[src/rtl/frame_pkg.sv]
// Shared types and constants for the frame dispatcher.
// RGB_DITHER_EN (macro) selects 2x2 Bayer dithering in the quantiser.
package frame_pkg;

  typedef enum logic [1:0] {
    IDLE,
    WAIT,
    WRITE,
    DONE
  } dispatch_state_t;

  localparam int FB_DATA_W = 12;

  // Indexed as BAYER2X2[y[0]][x[0]]: rows {0,8} and {12,4}.
  localparam logic [1:0][1:0][3:0] BAYER2X2 =
    {4'd4, 4'd12, 4'd8, 4'd0};

  function automatic logic [3:0] quant(
    input logic [7:0] c,
    input logic [3:0] off
  );
    logic [8:0] s;
    s = {1'b0, c} + {5'd0, off};
    quant = s[8] ? 4'hF : s[7:4];
  endfunction

endpackage

[src/rtl/frame_dispatcher_if.sv]
// Raymarcher request/result and frame buffer write bundle.
// master = dispatcher side, slave = raymarcher / frame buffer side.
interface frame_dispatcher_if #(
  parameter int COORD_W = 33,
  parameter int ADDR_W  = 17
);

  logic [COORD_W-1:0] curr_x;
  logic [COORD_W-1:0] curr_y;
  logic               pixel_done;
  logic [COORD_W-1:0] out_x;
  logic [COORD_W-1:0] out_y;
  logic [7:0]         red_in;
  logic [7:0]         green_in;
  logic [7:0]         blue_in;
  logic               fb_we;
  logic [ADDR_W-1:0]  fb_addr;
  logic [frame_pkg::FB_DATA_W-1:0] fb_data;

  modport master (
    output curr_x, curr_y,
    output fb_we, fb_addr, fb_data,
    input  pixel_done, out_x, out_y,
    input  red_in, green_in, blue_in
  );

  modport slave (
    input  curr_x, curr_y,
    input  fb_we, fb_addr, fb_data,
    output pixel_done, out_x, out_y,
    output red_in, green_in, blue_in
  );

endinterface

[src/rtl/rgb_quantiser.sv]
// Reduces 8-bit RGB to 4:4:4 and registers it on load_i.
// RGB_DITHER_EN adds the Bayer offset with saturation first.
module rgb_quantiser
  import frame_pkg::*;
(
  input  logic                 clk_in,
  input  logic                 rst_in,
  input  logic                 load_i,
  input  logic                 x0_i,
  input  logic                 y0_i,
  input  logic [7:0]           r_i,
  input  logic [7:0]           g_i,
  input  logic [7:0]           b_i,
  output logic [FB_DATA_W-1:0] data_o
);

  logic [3:0]           off;
  logic [FB_DATA_W-1:0] data_d;
  logic [FB_DATA_W-1:0] data_q;

`ifdef RGB_DITHER_EN
  assign off = BAYER2X2[y0_i][x0_i];
`else
  logic unused_xy;
  assign unused_xy = x0_i ^ y0_i;
  assign off = 4'd0;
`endif

  assign data_d = {
    quant(r_i, off),
    quant(g_i, off),
    quant(b_i, off)
  };

  always_ff @(posedge clk_in) begin
    if (rst_in) begin
      data_q <= '0;
    end else if (load_i) begin
      data_q <= data_d;
    end
  end

  assign data_o = data_q;

endmodule

[src/rtl/frame_dispatcher.sv]
// Raster-order pixel dispatcher: one request in flight, writes
// quantised results to the frame buffer (RGB_DITHER_EN: dither).
module frame_dispatcher
  import frame_pkg::*;
#(
  parameter int WIDTH   = 300,
  parameter int HEIGHT  = 300,
  parameter int COORD_W = 33,
  parameter int ADDR_W  = 17
) (
  input  logic                clk_in,
  input  logic                rst_in,
  input  logic                start_in,
  frame_dispatcher_if.master  bus,
  output logic                busy_out,
  output logic                frame_done,
  output logic [15:0]         mismatch_cnt
);

  localparam logic [COORD_W-1:0] X_LAST =
    COORD_W'(WIDTH - 1);
  localparam logic [COORD_W-1:0] Y_LAST =
    COORD_W'(HEIGHT - 1);

  dispatch_state_t    state_q;
  logic [COORD_W-1:0] x_q;
  logic [COORD_W-1:0] y_q;
  logic [ADDR_W-1:0]  addr_q;
  logic               we_q;
  logic               busy_q;
  logic               done_q;
  logic [15:0]        mcnt_q;

  logic hit;
  logic last;
  logic load;

  assign hit  = bus.pixel_done
             && (bus.out_x == x_q)
             && (bus.out_y == y_q);
  assign load = (state_q == WAIT) && hit;
  assign last = (x_q == X_LAST) && (y_q == Y_LAST);

  always_ff @(posedge clk_in) begin
    if (rst_in) begin
      state_q <= IDLE;
      x_q     <= '0;
      y_q     <= '0;
      addr_q  <= '0;
      we_q    <= 1'b0;
      busy_q  <= 1'b0;
      done_q  <= 1'b0;
      mcnt_q  <= '0;
    end else begin
      unique case (state_q)
        IDLE: begin
          if (start_in) begin
            state_q <= WAIT;
            x_q     <= '0;
            y_q     <= '0;
            addr_q  <= '0;
            busy_q  <= 1'b1;
            mcnt_q  <= '0;
          end
        end
        WAIT: begin
          if (hit) begin
            state_q <= WRITE;
            we_q    <= 1'b1;
          end else if (bus.pixel_done
                       && mcnt_q != 16'hFFFF) begin
            mcnt_q <= mcnt_q + 16'd1;
          end
        end
        WRITE: begin
          we_q <= 1'b0;
          if (last) begin
            state_q <= DONE;
            done_q  <= 1'b1;
          end else begin
            state_q <= WAIT;
            addr_q  <= addr_q + ADDR_W'(1);
            // Raster advance: wrap x at end of line.
            if (x_q == X_LAST) begin
              x_q <= '0;
              y_q <= y_q + COORD_W'(1);
            end else begin
              x_q <= x_q + COORD_W'(1);
            end
          end
        end
        DONE: begin
          state_q <= IDLE;
          done_q  <= 1'b0;
          busy_q  <= 1'b0;
        end
      endcase
    end
  end

  rgb_quantiser u_quant (
    .clk_in (clk_in),
    .rst_in (rst_in),
    .load_i (load),
    .x0_i   (x_q[0]),
    .y0_i   (y_q[0]),
    .r_i    (bus.red_in),
    .g_i    (bus.green_in),
    .b_i    (bus.blue_in),
    .data_o (bus.fb_data)
  );

  assign bus.curr_x  = x_q;
  assign bus.curr_y  = y_q;
  assign bus.fb_we   = we_q;
  assign bus.fb_addr = addr_q;
  assign busy_out     = busy_q;
  assign frame_done   = done_q;
  assign mismatch_cnt = mcnt_q;

endmodule
[src/flat_wrapper.sv]
// flat-port wrapper written by rule: the top's interface ports become plain ports
module frame_dispatcher_flat import frame_pkg::*;
#(
  parameter int WIDTH   = 300,
  parameter int HEIGHT  = 300,
  parameter int COORD_W = 33,
  parameter int ADDR_W  = 17
)
  (clk_in, rst_in, start_in, busy_out, frame_done, mismatch_cnt, bus_curr_x, bus_curr_y, bus_fb_we, bus_fb_addr, bus_fb_data, bus_pixel_done, bus_out_x, bus_out_y, bus_red_in, bus_green_in, bus_blue_in);
  frame_dispatcher_if #(.COORD_W(COORD_W), .ADDR_W(ADDR_W)) bus_i ();
  input  logic clk_in;
  input  logic rst_in;
  input  logic start_in;
  output logic busy_out;
  output logic frame_done;
  output logic [15:0] mismatch_cnt;
  output wire logic [$bits(bus_i.curr_x)-1:0] bus_curr_x;
  output wire logic [$bits(bus_i.curr_y)-1:0] bus_curr_y;
  output wire logic [$bits(bus_i.fb_we)-1:0] bus_fb_we;
  output wire logic [$bits(bus_i.fb_addr)-1:0] bus_fb_addr;
  output wire logic [$bits(bus_i.fb_data)-1:0] bus_fb_data;
  input wire logic [$bits(bus_i.pixel_done)-1:0] bus_pixel_done;
  input wire logic [$bits(bus_i.out_x)-1:0] bus_out_x;
  input wire logic [$bits(bus_i.out_y)-1:0] bus_out_y;
  input wire logic [$bits(bus_i.red_in)-1:0] bus_red_in;
  input wire logic [$bits(bus_i.green_in)-1:0] bus_green_in;
  input wire logic [$bits(bus_i.blue_in)-1:0] bus_blue_in;
  assign bus_curr_x = bus_i.curr_x;
  assign bus_curr_y = bus_i.curr_y;
  assign bus_fb_we = bus_i.fb_we;
  assign bus_fb_addr = bus_i.fb_addr;
  assign bus_fb_data = bus_i.fb_data;
  assign bus_i.pixel_done = bus_pixel_done;
  assign bus_i.out_x = bus_out_x;
  assign bus_i.out_y = bus_out_y;
  assign bus_i.red_in = bus_red_in;
  assign bus_i.green_in = bus_green_in;
  assign bus_i.blue_in = bus_blue_in;
  frame_dispatcher #(.WIDTH(WIDTH), .HEIGHT(HEIGHT), .COORD_W(COORD_W), .ADDR_W(ADDR_W)) u_core (.clk_in(clk_in), .rst_in(rst_in), .start_in(start_in), .bus(bus_i), .busy_out(busy_out), .frame_done(frame_done), .mismatch_cnt(mismatch_cnt));
endmodule
[config.mk]
export PLATFORM = sky130hd
export DESIGN_NAME = frame_dispatcher_flat
export DESIGN_NICKNAME = d
export VERILOG_FILES = /design/src/rtl/frame_pkg.sv /design/src/rtl/frame_dispatcher_if.sv /design/src/rtl/rgb_quantiser.sv /design/src/rtl/frame_dispatcher.sv /design/src/flat_wrapper.sv
export SDC_FILE = /design/constraint.sdc
export NUM_CORES = 1
export LEC_CHECK = 0
export BUFFER_PORTS_ARGS = -buffer_cell sky130_fd_sc_hd__buf_2
export CORE_MARGIN = 2
export CORE_UTILIZATION = 52
export CTS_CLUSTER_DIAMETER = 100
export CTS_CLUSTER_SIZE = 16
export DETAILED_ROUTE_END_ITERATION = 10
export PLACE_DENSITY_LB_ADDON = 0.12
export SLEW_MARGIN = 20
export SYNTH_ARGS = -nofsm -noshare
export SYNTH_HDL_FRONTEND = slang
export SYNTH_SLANG_ARGS = --single-unit
[constraint.sdc]
create_clock -name clk_in -period 3.2 [get_ports clk_in]
set_clock_uncertainty 0.1 [all_clocks]
set_input_delay 0.16 -clock clk_in [delete_from_list [all_inputs] [get_ports clk_in]]
set_output_delay 0.16 -clock clk_in [all_outputs]
set_load 0.01 [all_outputs]
==> flow_metrics.py, run 1 <==
metrics = {
    "pwr": {
        "cellPowerDensity_mw_per_mm2": 406,
        "p_leak_uw": 0.00349,
        "ir_drop_mv": 0.315,
    },
    "critical_path": {
        "critPathMaxFanout": 7,
        "end_kind": "flop",
        "timing.setup.critical_path_class": "reg -> reg",
        "cp_data_arrival_time_ps": 3200,
        "start_kind": "flop",
        "worstPathRequired_ps": 3430,
    },
    "global_route": {
        "grt_max_degree": 47,
        "antenna_found_initial": 0,
        "grt_pass1_wl_mm": 32.3,
        "track_usage_pct": 30.9,
        "grt_pass1_vias": 6194,
        "overflow": 0,
    },
    "timing": {
        "timing.final.crit_share_pct": 92.7,
        "relSlewSlack_pct": 35.3,
        "worstMarginPinSlew_ps": 970,
        "period_minus_slack_ps": 2970,
        "setup_tns_ps": 0,
        "hold_viol": 0,
        "rsz0062_at_grt": "no",
        "drv_slew": 0,
        "setup_violations": 0,
        "clock.fmax_mhz": 337,
    },
    "synthesis": {
        "yosys.area.top_type_share_pct": 35.0,
        "ys_types": 58,
        "avgSynthCellArea_sq_um": 8.24,
        "syn_area_sq_mm": 0.00663,
        "synth_ff_type": "dfxtp_1",
        "synth_top_area_cell": "dfxtp_1",
        "async_flop_share_pct": 0,
        "synth.area.top_cells": "dfxtp_1 (35%), xor2_1 (8.6%), xnor2_1 (5.9%), nor2_1 (5.6%), nand4_1 (4.7%)",
        "yosysWarningCount": 0,
        "synth_nets": 902,
        "synthCells": 804,
        "synth_seq_area_share_pct": 35.0,
        "ys_ff_latch": 116,
        "synth-edff-count": 0,
    },
    "route": {
        "antenna_left": 0,
        "routed_via_density": 5.68,
        "num_vias": 6824,
        "routedWlPerCell_um": 17.6,
        "firstDrtPassIters": 7,
        "routed_wl_mm": 21.2,
        "drc": 0,
        "drt_iter0_drc": 553,
    },
    "layout": {
        "final_nets": 1117,
        "drive_gt1_share_pct": 27.0,
        "multi_input_area_sq_mm": 0.00404,
        "seq_area_sq_mm": 0.00232,
        "antenna_cells": 0,
        "areaGrowthSynthToFinish_pct": 27.6,
        "nFillCells": 1163,
        "design_area_sq_mm": 0.00846,
    },
    "place": {
        "place_congestion": 0.976,
        "placed_area_sq_mm": 0.00780,
        "dp_hpwl_mm": 15.8,
        "port_buffers": 195,
    },
    "clock_network": {
        "numCtsBuffers": 17,
        "cts_max_level": 4,
        "cts_sinks": 116,
        "clock_latency_ps": 420,
        "post_cts_buffers": 0,
        "clockBufferDepth": 2,
        "cts_tree": "done",
        "cts-root-buf": "clkbuf_16",
        "clkTransAtPathRegs_ps": 50,
    },
    "hold_path": {
        "hold_class": "in -> reg",
    },
    "job": {
        "cap_viol_max_count": 0,
    },
    "die": {
        "pin_count": 208,
        "die_w_um": 117,
        "core_sq_mm": 0.0125,
        "die-area_sq_mm": 0.0137,
        "die_h_um": 117,
        "num_rows": 41,
        "start_util_pct": 53.0,
    },
    "status": {
        "status": "complete, no violations",
    },
}
where the power goes:
| group | internal, uW | switching, uW |
|---|---|---|
| sequential | 1450 | 4.12 |
| combinational | 99.2 | 151 |
| clock | 1050 | 676 |
| total | 2600 | 831 |
synth_stat cells (3+ instances only):
cell,count
a21oi_1,34
a31oi_1,5
and3_1,22
and4_1,8
buf_2,7
buf_4,7
buf_6,5
clkbuf_1,18
dfxtp_1,116
ha_1,4
inv_1,10
mux2i_1,14
nand2_1,47
nand2b_1,48
nand3_1,41
nand4_1,50
nand4b_1,3
nor2_1,99
nor2_2,9
nor3_1,20
nor4_1,35
nor4b_1,3
nor4bb_1,3
o21ai_0,24
or2_2,3
or3_1,13
or3b_2,5
or4_1,5
xnor2_1,45
xor2_1,65
layer usage:
| layer | global-route usage, % | vias up | wire, um |
|---|---|---|---|
| met5 | 0 | - | 0 |
| met4 | 10.8 | 0 | 514 |
| met3 | 5.61 | 40 | 1450 |
| met2 | 48.4 | 307 | 9710 |
| met1 | 42.9 | 3176 | 9530 |
| li1 | - | 3301 | - |
cells by family after synthesis:
family          count (synthesis)  synth area share, %
mux                            14                 2.11
fa+ha+maj                       4                0.755
compound gates                 83                 7.81
buf+inv                        50                 4.10
flops                         116                 35.0
xor+xnor                      110                 14.5
simple gates                  427                 35.7
registers in the layout, indices dropped and copies added, names as in the netlist:
register               flops
u_core.u_quant.data_o     12
u_core.state_q             2
u_core.bus.curr_y         33
u_core.busy_out            1
u_core.bus.fb_addr        17
u_core.mismatch_cnt       16
u_core.frame_done          1
u_core.bus.fb_we           1
u_core.bus.curr_x         33
final timing paths:
| check | slack, ps | cells past startpoint | startpoint | end |
|---|---|---|---|---|
| setup / recovery | 230 | 7 | u_core.bus.curr_x[1] | u_core.bus.curr_y[31] |
| hold / removal | 100 | 5 | start_in | u_core.busy_out |
| setup reg to reg | 230 | 7 | u_core.bus.curr_x[1] | u_core.bus.curr_y[31] |
| hold reg to reg | 380 | 2 | u_core.busy_out | u_core.busy_out |
cell usage in the layout (no fill, tap or decap), types with 10 or more instances in the layout:
master and n:
a21oi_1 34, and3_1 22, buf_2 195, buf_4 29, clkbuf_16 17, dfxtp_1 116, dlygate4sd3_1 12, inv_1 10
mux2i_1 14, nand2_1 47, nand2b_1 48, nand3_1 41, nand4_1 50, nor2_1 99, nor3_1 20, nor4_1 35
o21ai_0 24, or3_1 13, xnor2_1 45, xor2_1 65
layout make-up:
class,count,share of cell area [%]
Multi-Input combinational cell,638,47.8
Sequential cell,116,27.5
Timing Repair Buffer,236,15.5
Clock buffer,21,5.21
Tap cell,172,2.55
Clock inverter,9,1.01
Inverter,10,0.444
metrics by stage:
step / std cells / power (uW) / utilization, % / setup slack, ps / hold WS [ps]
after global routing: 1202 / 3530 / 67.6 / 71.0 / 120
after global placement: 1160 / 1720 / 62.3 / 224 / 293
after CTS: 1202 / 3440 / 67.5 / 170 / 87.8
after detailed placement: 1160 / 1720 / 62.3 / 175 / 306
after floorplan: 804 / 1610 / - / 658 / 207
final: 1202 / 3430 / 67.6 / 233 / 95.0
worst max-delay path: stages (launching register included):
cell and delay [ps]:
dfxtp_1 430, ha_1 260, nor4bb_2 280, nand4_1 280, o21a_1 350, or4_1 670, or3_1 380, a21oi_1 140
what timing repair did:
item / in CTS / in global routing
endpoints found under the setup margin: 0 / 3
resized for setup: 0 / 1
hold buffers: 12 / 0
hold endpoints to repair: 12 / 0
No activity file was read; power rests on OpenSTA's default activity.
==> run 2, diff against run 1 <==
RECOVER_POWER = 50   (was not set)
==> flow_metrics.py, run 2 (synthesized netlist as in run 1, its figures left out) <==
metrics = {
    "global_route": {
        "grt_pass1_vias": 6194,
        "overflow": 0,
        "antenna_found_initial": 0,
        "grt_pass1_wl_mm": 32.3,
        "grt_max_degree": 47,
        "track_usage_pct": 30.9,
    },
    "clock_network": {
        "clockBufferDepth": 2,
        "cts_tree": "done",
        "cts_max_level": 4,
        "cts-root-buf": "clkbuf_16",
        "cts_sinks": 116,
        "numCtsBuffers": 17,
        "clkTransAtPathRegs_ps": 50,
        "clock_latency_ps": 410,
    },
    "layout": {
        "seq_area_sq_mm": 0.00232,
        "fin_util_pct": 66.2,
        "areaGrowthSynthToFinish_pct": 24.9,
        "design_area_sq_mm": 0.00828,
        "mostFrequentLayoutCell": "clkbuf_1",
        "nFillCells": 1225,
        "drive_gt1_share_pct": 15.8,
        "multi_input_area_sq_mm": 0.00404,
        "final_nets": 1117,
        "mostFrequentLayoutCells": "clkbuf_1 (119), dfxtp_1 (116), nor2_1 (99), buf_2 (92), xor2_1 (65)",
        "antenna_cells": 0,
    },
    "timing": {
        "relSlewSlack_pct": 36.6,
        "clock.fmax_mhz": 335,
        "hold_viol": 0,
        "final.setup.worst_slack_ps": 216,
        "setup_violations": 0,
        "worstMarginPinSlew_ps": 951,
        "setup_tns_ps": 0,
        "rsz0062_at_grt": "no",
        "period_minus_slack_ps": 2980,
        "drv_slew": 0,
        "timing.final.crit_share_pct": 93.2,
    },
    "critical_path": {
        "rrSetupSlack_ps": 220,
        "crit_end": "u_core.bus.curr_y[27]",
        "cp_top_family": "simple AND/OR/NAND/NOR gates",
        "crit-reg2reg-launch": "u_core.bus.curr_x[1]",
        "start_kind": "flop",
        "critPathMaxFanout": 7,
        "cp_slowest_cell": "or4_1",
        "worstPathRequired_ps": 3430,
        "setup.worst_path.start": "u_core.bus.curr_x[1]",
        "ff2ff_path_depth": 7,
        "cp_data_arrival_time_ps": 3220,
        "crit_cells": 7,
        "critPathBufInv": 0,
        "timing.setup.critical_path_class": "reg -> reg",
        "r2r_end": "u_core.bus.curr_y[27]",
        "end_kind": "flop",
        "worstPathCellList": "ha_1, nor4bb_2, nand4_1, o21a_1, or4_1, or3_1, a21oi_1",
        "slowest_delay_ps": 660,
    },
    "pwr": {
        "p_leak_uw": 0.00298,
        "cellPowerDensity_mw_per_mm2": 414,
        "ir_drop_mv": 0.316,
        "p_total_uw": 3430,
    },
    "place": {
        "place_ws_ps": 175,
        "port_buffers": 195,
        "placed_area_sq_mm": 0.00780,
        "dp_hpwl_mm": 15.8,
        "place_congestion": 0.976,
    },
    "die": {
        "num_rows": 41,
        "die_w_um": 117,
        "pin_count": 208,
        "core_sq_mm": 0.0125,
        "start_util_pct": 53.0,
        "die_h_um": 117,
        "die-area_sq_mm": 0.0137,
    },
    "hold_path": {
        "hold_class": "in -> reg",
    },
    "route": {
        "num_vias": 6833,
        "antenna_left": 0,
        "routed_via_density": 5.68,
        "drc": 0,
        "firstDrtPassIters": 5,
        "routedWlPerCell_um": 17.6,
        "routed_wl_mm": 21.2,
        "drt_iter0_drc": 572,
    },
    "status": {
        "status": "complete, no violations",
    },
    "job": {
        "cap_viol_max_count": 0,
    },
}
## run 2: worst min-delay path by stage
stage | start | to | slack [ps] | cells after the start
after floorplan | bus_red_in[7] | u_core.u_quant.data_o[11] | 210 | 2
after global placement | bus_red_in[4] | u_core.u_quant.data_o[8] | 290 | 3
after detailed placement | bus_red_in[6] | u_core.u_quant.data_o[10] | 310 | 3
after CTS | start_in | u_core.busy_out | 90 | 5
after global routing | start_in | u_core.busy_out | 120 | 5
final | start_in | u_core.busy_out | 100 | 5
## run 2: layout make-up
type	instances	area share, %
timing repair buffer	236	13.8
clock inverter	9	1.03
inverter	10	0.453
sequential	116	28.0
tap	172	2.60
clock buffer	21	5.32
multi-input combinational	638	48.8
## run 2: worst register-to-register path, stage by stage, from the launching register on
cell and delay (ps):
dfxtp_1 430, ha_1 270, nor4bb_2 280, nand4_1 280, o21a_1 350, or4_1 660
or3_1 380, a21oi_1 140
## run 2: what timing repair did
action	in CTS	in global routing
buffers inserted	0	0
hold endpoints to repair	12	0
setup endpoints to repair	0	3
hold buffers	12	0
resized for setup	0	1
## run 2: metal layers
metal	track usage (%)	part of all wire, %	up-vias
met5	0	0	-
met4	10.8	2.5	0
met3	5.61	6.8	41
met2	48.4	46	297
met1	42.9	45	3199
li1	-	-	3296
## run 2: power by group
group	switching, uW	total, uW	internal [uW]
combinational	151	249	98.7
sequential	4.27	1450	1450
clock	671	1720	1050
## run 2: metrics by stage
step	hold slack [ps]	instances
final	96.4	1202
after global routing	120	1202
after CTS	87.8	1202
after detailed placement	306	1160
after global placement	293	1160
after floorplan	207	804
==> run 3, diff against run 2 <==
BUFFER_PORTS_ARGS = not set   (was -buffer_cell sky130_fd_sc_hd__buf_2)
CORE_UTILIZATION = 64   (was 52)
DONT_BUFFER_PORTS = 1   (was not set)
==> flow_metrics.py, run 3 (synthesized netlist as in run 1, its figures left out) <==
metrics = {
    "status": {
        "status": "finished with violations",
        "violations": "design-rule violations",
    },
    "route": {
        "drt_iter0_drc": 726,
        "routedWlPerCell_um": 22.2,
        "routed_wl_mm": 21.9,
        "routed_via_density": 6.58,
        "num_vias": 6502,
        "antenna_left": 0,
        "firstDrtPassIters": 8,
        "drc": 2,
    },
    "clock_network": {
        "clock_latency_ps": 520,
        "cts_sinks": 116,
        "clockBufferDepth": 2,
        "numCtsBuffers": 17,
        "cts_max_level": 4,
        "cts_tree": "done",
        "clkTransAtPathRegs_ps": 60,
        "cts-root-buf": "clkbuf_8",
    },
    "layout": {
        "antenna_cells": 0,
        "drive_gt1_share_pct": 9.51,
        "seq_area_sq_mm": 0.00233,
        "final_nets": 938,
        "mostFrequentLayoutCells": "dfxtp_1 (113), nor2_1 (99), xor2_1 (65), nand4_1 (50), nand2b_1 (48)",
        "fin_util_pct": 74.9,
        "multi_input_area_sq_mm": 0.00404,
        "areaGrowthSynthToFinish_pct": 15.0,
        "mostFrequentLayoutCell": "dfxtp_1",
        "nFillCells": 759,
    },
    "critical_path": {
        "crit_cells": 8,
        "worstPathRequired_ps": 3550,
        "critPathMaxFanout": 5,
        "cp_slowest_cell": "dlygate4sd3_1",
        "end_kind": "flop",
        "critPathBufInv": 3,
        "cp_data_arrival_time_ps": 3430,
        "start_kind": "flop",
        "worstPathCellList": "clkbuf_1, xnor2_1, nand4_1, dlygate4sd3_1, nor4_1, dlygate4sd3_1, nand3_1, a21oi_1",
        "r2r_end": "u_core.state_q[1]",
        "slowest_delay_ps": 620,
        "crit-reg2reg-launch": "u_core.bus.curr_x[25]",
        "timing.setup.critical_path_class": "reg -> reg",
        "cp_top_family": "buffers and inverters",
        "rrSetupSlack_ps": 120,
        "ff2ff_path_depth": 8,
        "critical_path.most_common_cell": "dlygate4sd3_1",
    },
    "pwr": {
        "p_clk_share_pct": 55.4,
        "swShare_pct": 22.2,
        "seq_power_share_pct": 39.3,
        "p_switching_uw": 819,
        "ir_drop_mv": 0.329,
        "p_leak_uw": 0.00260,
        "cellPowerDensity_mw_per_mm2": 485,
        "p_comb_share_pct": 5.3,
        "p_int_uw": 2880,
    },
    "hold_path": {
        "hold_end": "u_core.bus.curr_x[6]",
        "hold_class": "in -> reg",
        "holdPathStages": 3,
        "min_from": "rst_in",
    },
    "place": {
        "port_buffers": 0,
        "dp_hpwl_mm": 15.8,
        "place_congestion": 0.986,
    },
    "global_route": {
        "grt_pass1_wl_mm": 33.6,
        "grt_pass1_vias": 6386,
        "grt_max_degree": 47,
        "track_usage_pct": 38.6,
        "antenna_found_initial": 0,
        "overflow": 0,
    },
    "die": {
        "pin_count": 208,
        "start_util_pct": 65.1,
        "die-area_sq_mm": 0.0112,
        "core_sq_mm": 0.0102,
        "die_w_um": 106,
        "die_h_um": 106,
        "num_rows": 37,
    },
    "job": {
        "cap_viol_max_count": 0,
    },
    "timing": {
        "relSlewSlack_pct": 37.1,
        "setup_violations": 0,
        "worstMarginPinSlew_ps": 937,
        "clock.fmax_mhz": 324,
        "rsz0062_at_grt": "no",
        "timing.final.crit_share_pct": 96.4,
        "setup_tns_ps": 0,
        "period_minus_slack_ps": 3080,
        "hold_viol": 0,
        "drv_slew": 0,
    },
}
[run 3: cell count changes in the layout (fill, tap and decap cells not counted), moves of 3 or more]
cell           before  now
clkbuf_1          119   19
dlygate4sd3_1      12   19
dfxtp_1           116  113
buf_4              17   22
buf_2              92    0
dfxtp_2             0    3
bufinv_16           1    5
[run 3: worst max-delay path by stage]
stage                                      from                     end  slack, ps
after CTS                  u_core.bus.curr_x[6]  u_core.mismatch_cnt[1]         50
final                     u_core.bus.curr_x[25]       u_core.state_q[1]        120
after floorplan            u_core.bus.curr_x[1]  u_core.bus.fb_addr[15]        660
after global placement    u_core.bus.curr_x[14]   u_core.bus.curr_y[31]        300
after detailed placement  u_core.bus.curr_x[14]   u_core.bus.curr_y[27]        350
after global routing      u_core.bus.curr_x[10]  u_core.mismatch_cnt[1]         20
[run 3: layout make-up]
| type | instances | share of cell area [%] |
|---|---|---|
| Clock buffer | 22 | 5.81 |
| Clock inverter | 9 | 2.31 |
| Inverter | 10 | 0.492 |
| Multi-Input combinational cell | 638 | 53.0 |
| Sequential cell | 116 | 30.5 |
| Tap cell | 136 | 2.23 |
| Timing Repair Buffer | 57 | 5.66 |
[run 3: power groups by stage]
stage,sequential [uW],clock (uW),combinational [uW]
floorplan,1480,0,127
global placement,1480,0,155
detailed placement,1480,0,157
CTS,1450,2040,187
global route,1450,2110,206
finish,1450,2050,195
[run 3: worst min-delay path, delay by kind of cell]
kind,cells,cell delay (ps)
buf+inv,1,330
simple gates,2,150
[run 3: per-stage QoR]
stage	hold slack [ps]	setup WS [ps]	cell area, sq um	cells	total power [uW]
4_1_cts	49.9	51.2	7660	987	3680
3_5_place_dp	137	353	6840	936	1640
5_1_grt	98.8	23.8	7620	988	3770
6_report	56.3	116	7620	988	3700
3_3_place_gp	133	304	6840	936	1640
2_1_floorplan	207	658	6630	804	1610
[run 3: layer usage]
| layer | part of all wire [%] | up-vias | GRT usage, % | wire length [um] |
|---|---|---|---|---|
| li1 | - | 2932 | - | - |
| met2 | 47 | 420 | 62.0 | 10200 |
| met5 | 0 | - | 0 | 0 |
| met3 | 9.2 | 82 | 9.96 | 2010 |
| met4 | 5.0 | 0 | 19.8 | 1100 |
| met1 | 39 | 3068 | 47.8 | 8570 |
[run 3: repair_timing]
action                                  in CTS  in global routing
resized for setup                            0                  4
hold buffers                                20                  0
buffers inserted                             0                  1
endpoints found under the setup margin       0                  1
endpoints found under the hold margin       41                  0
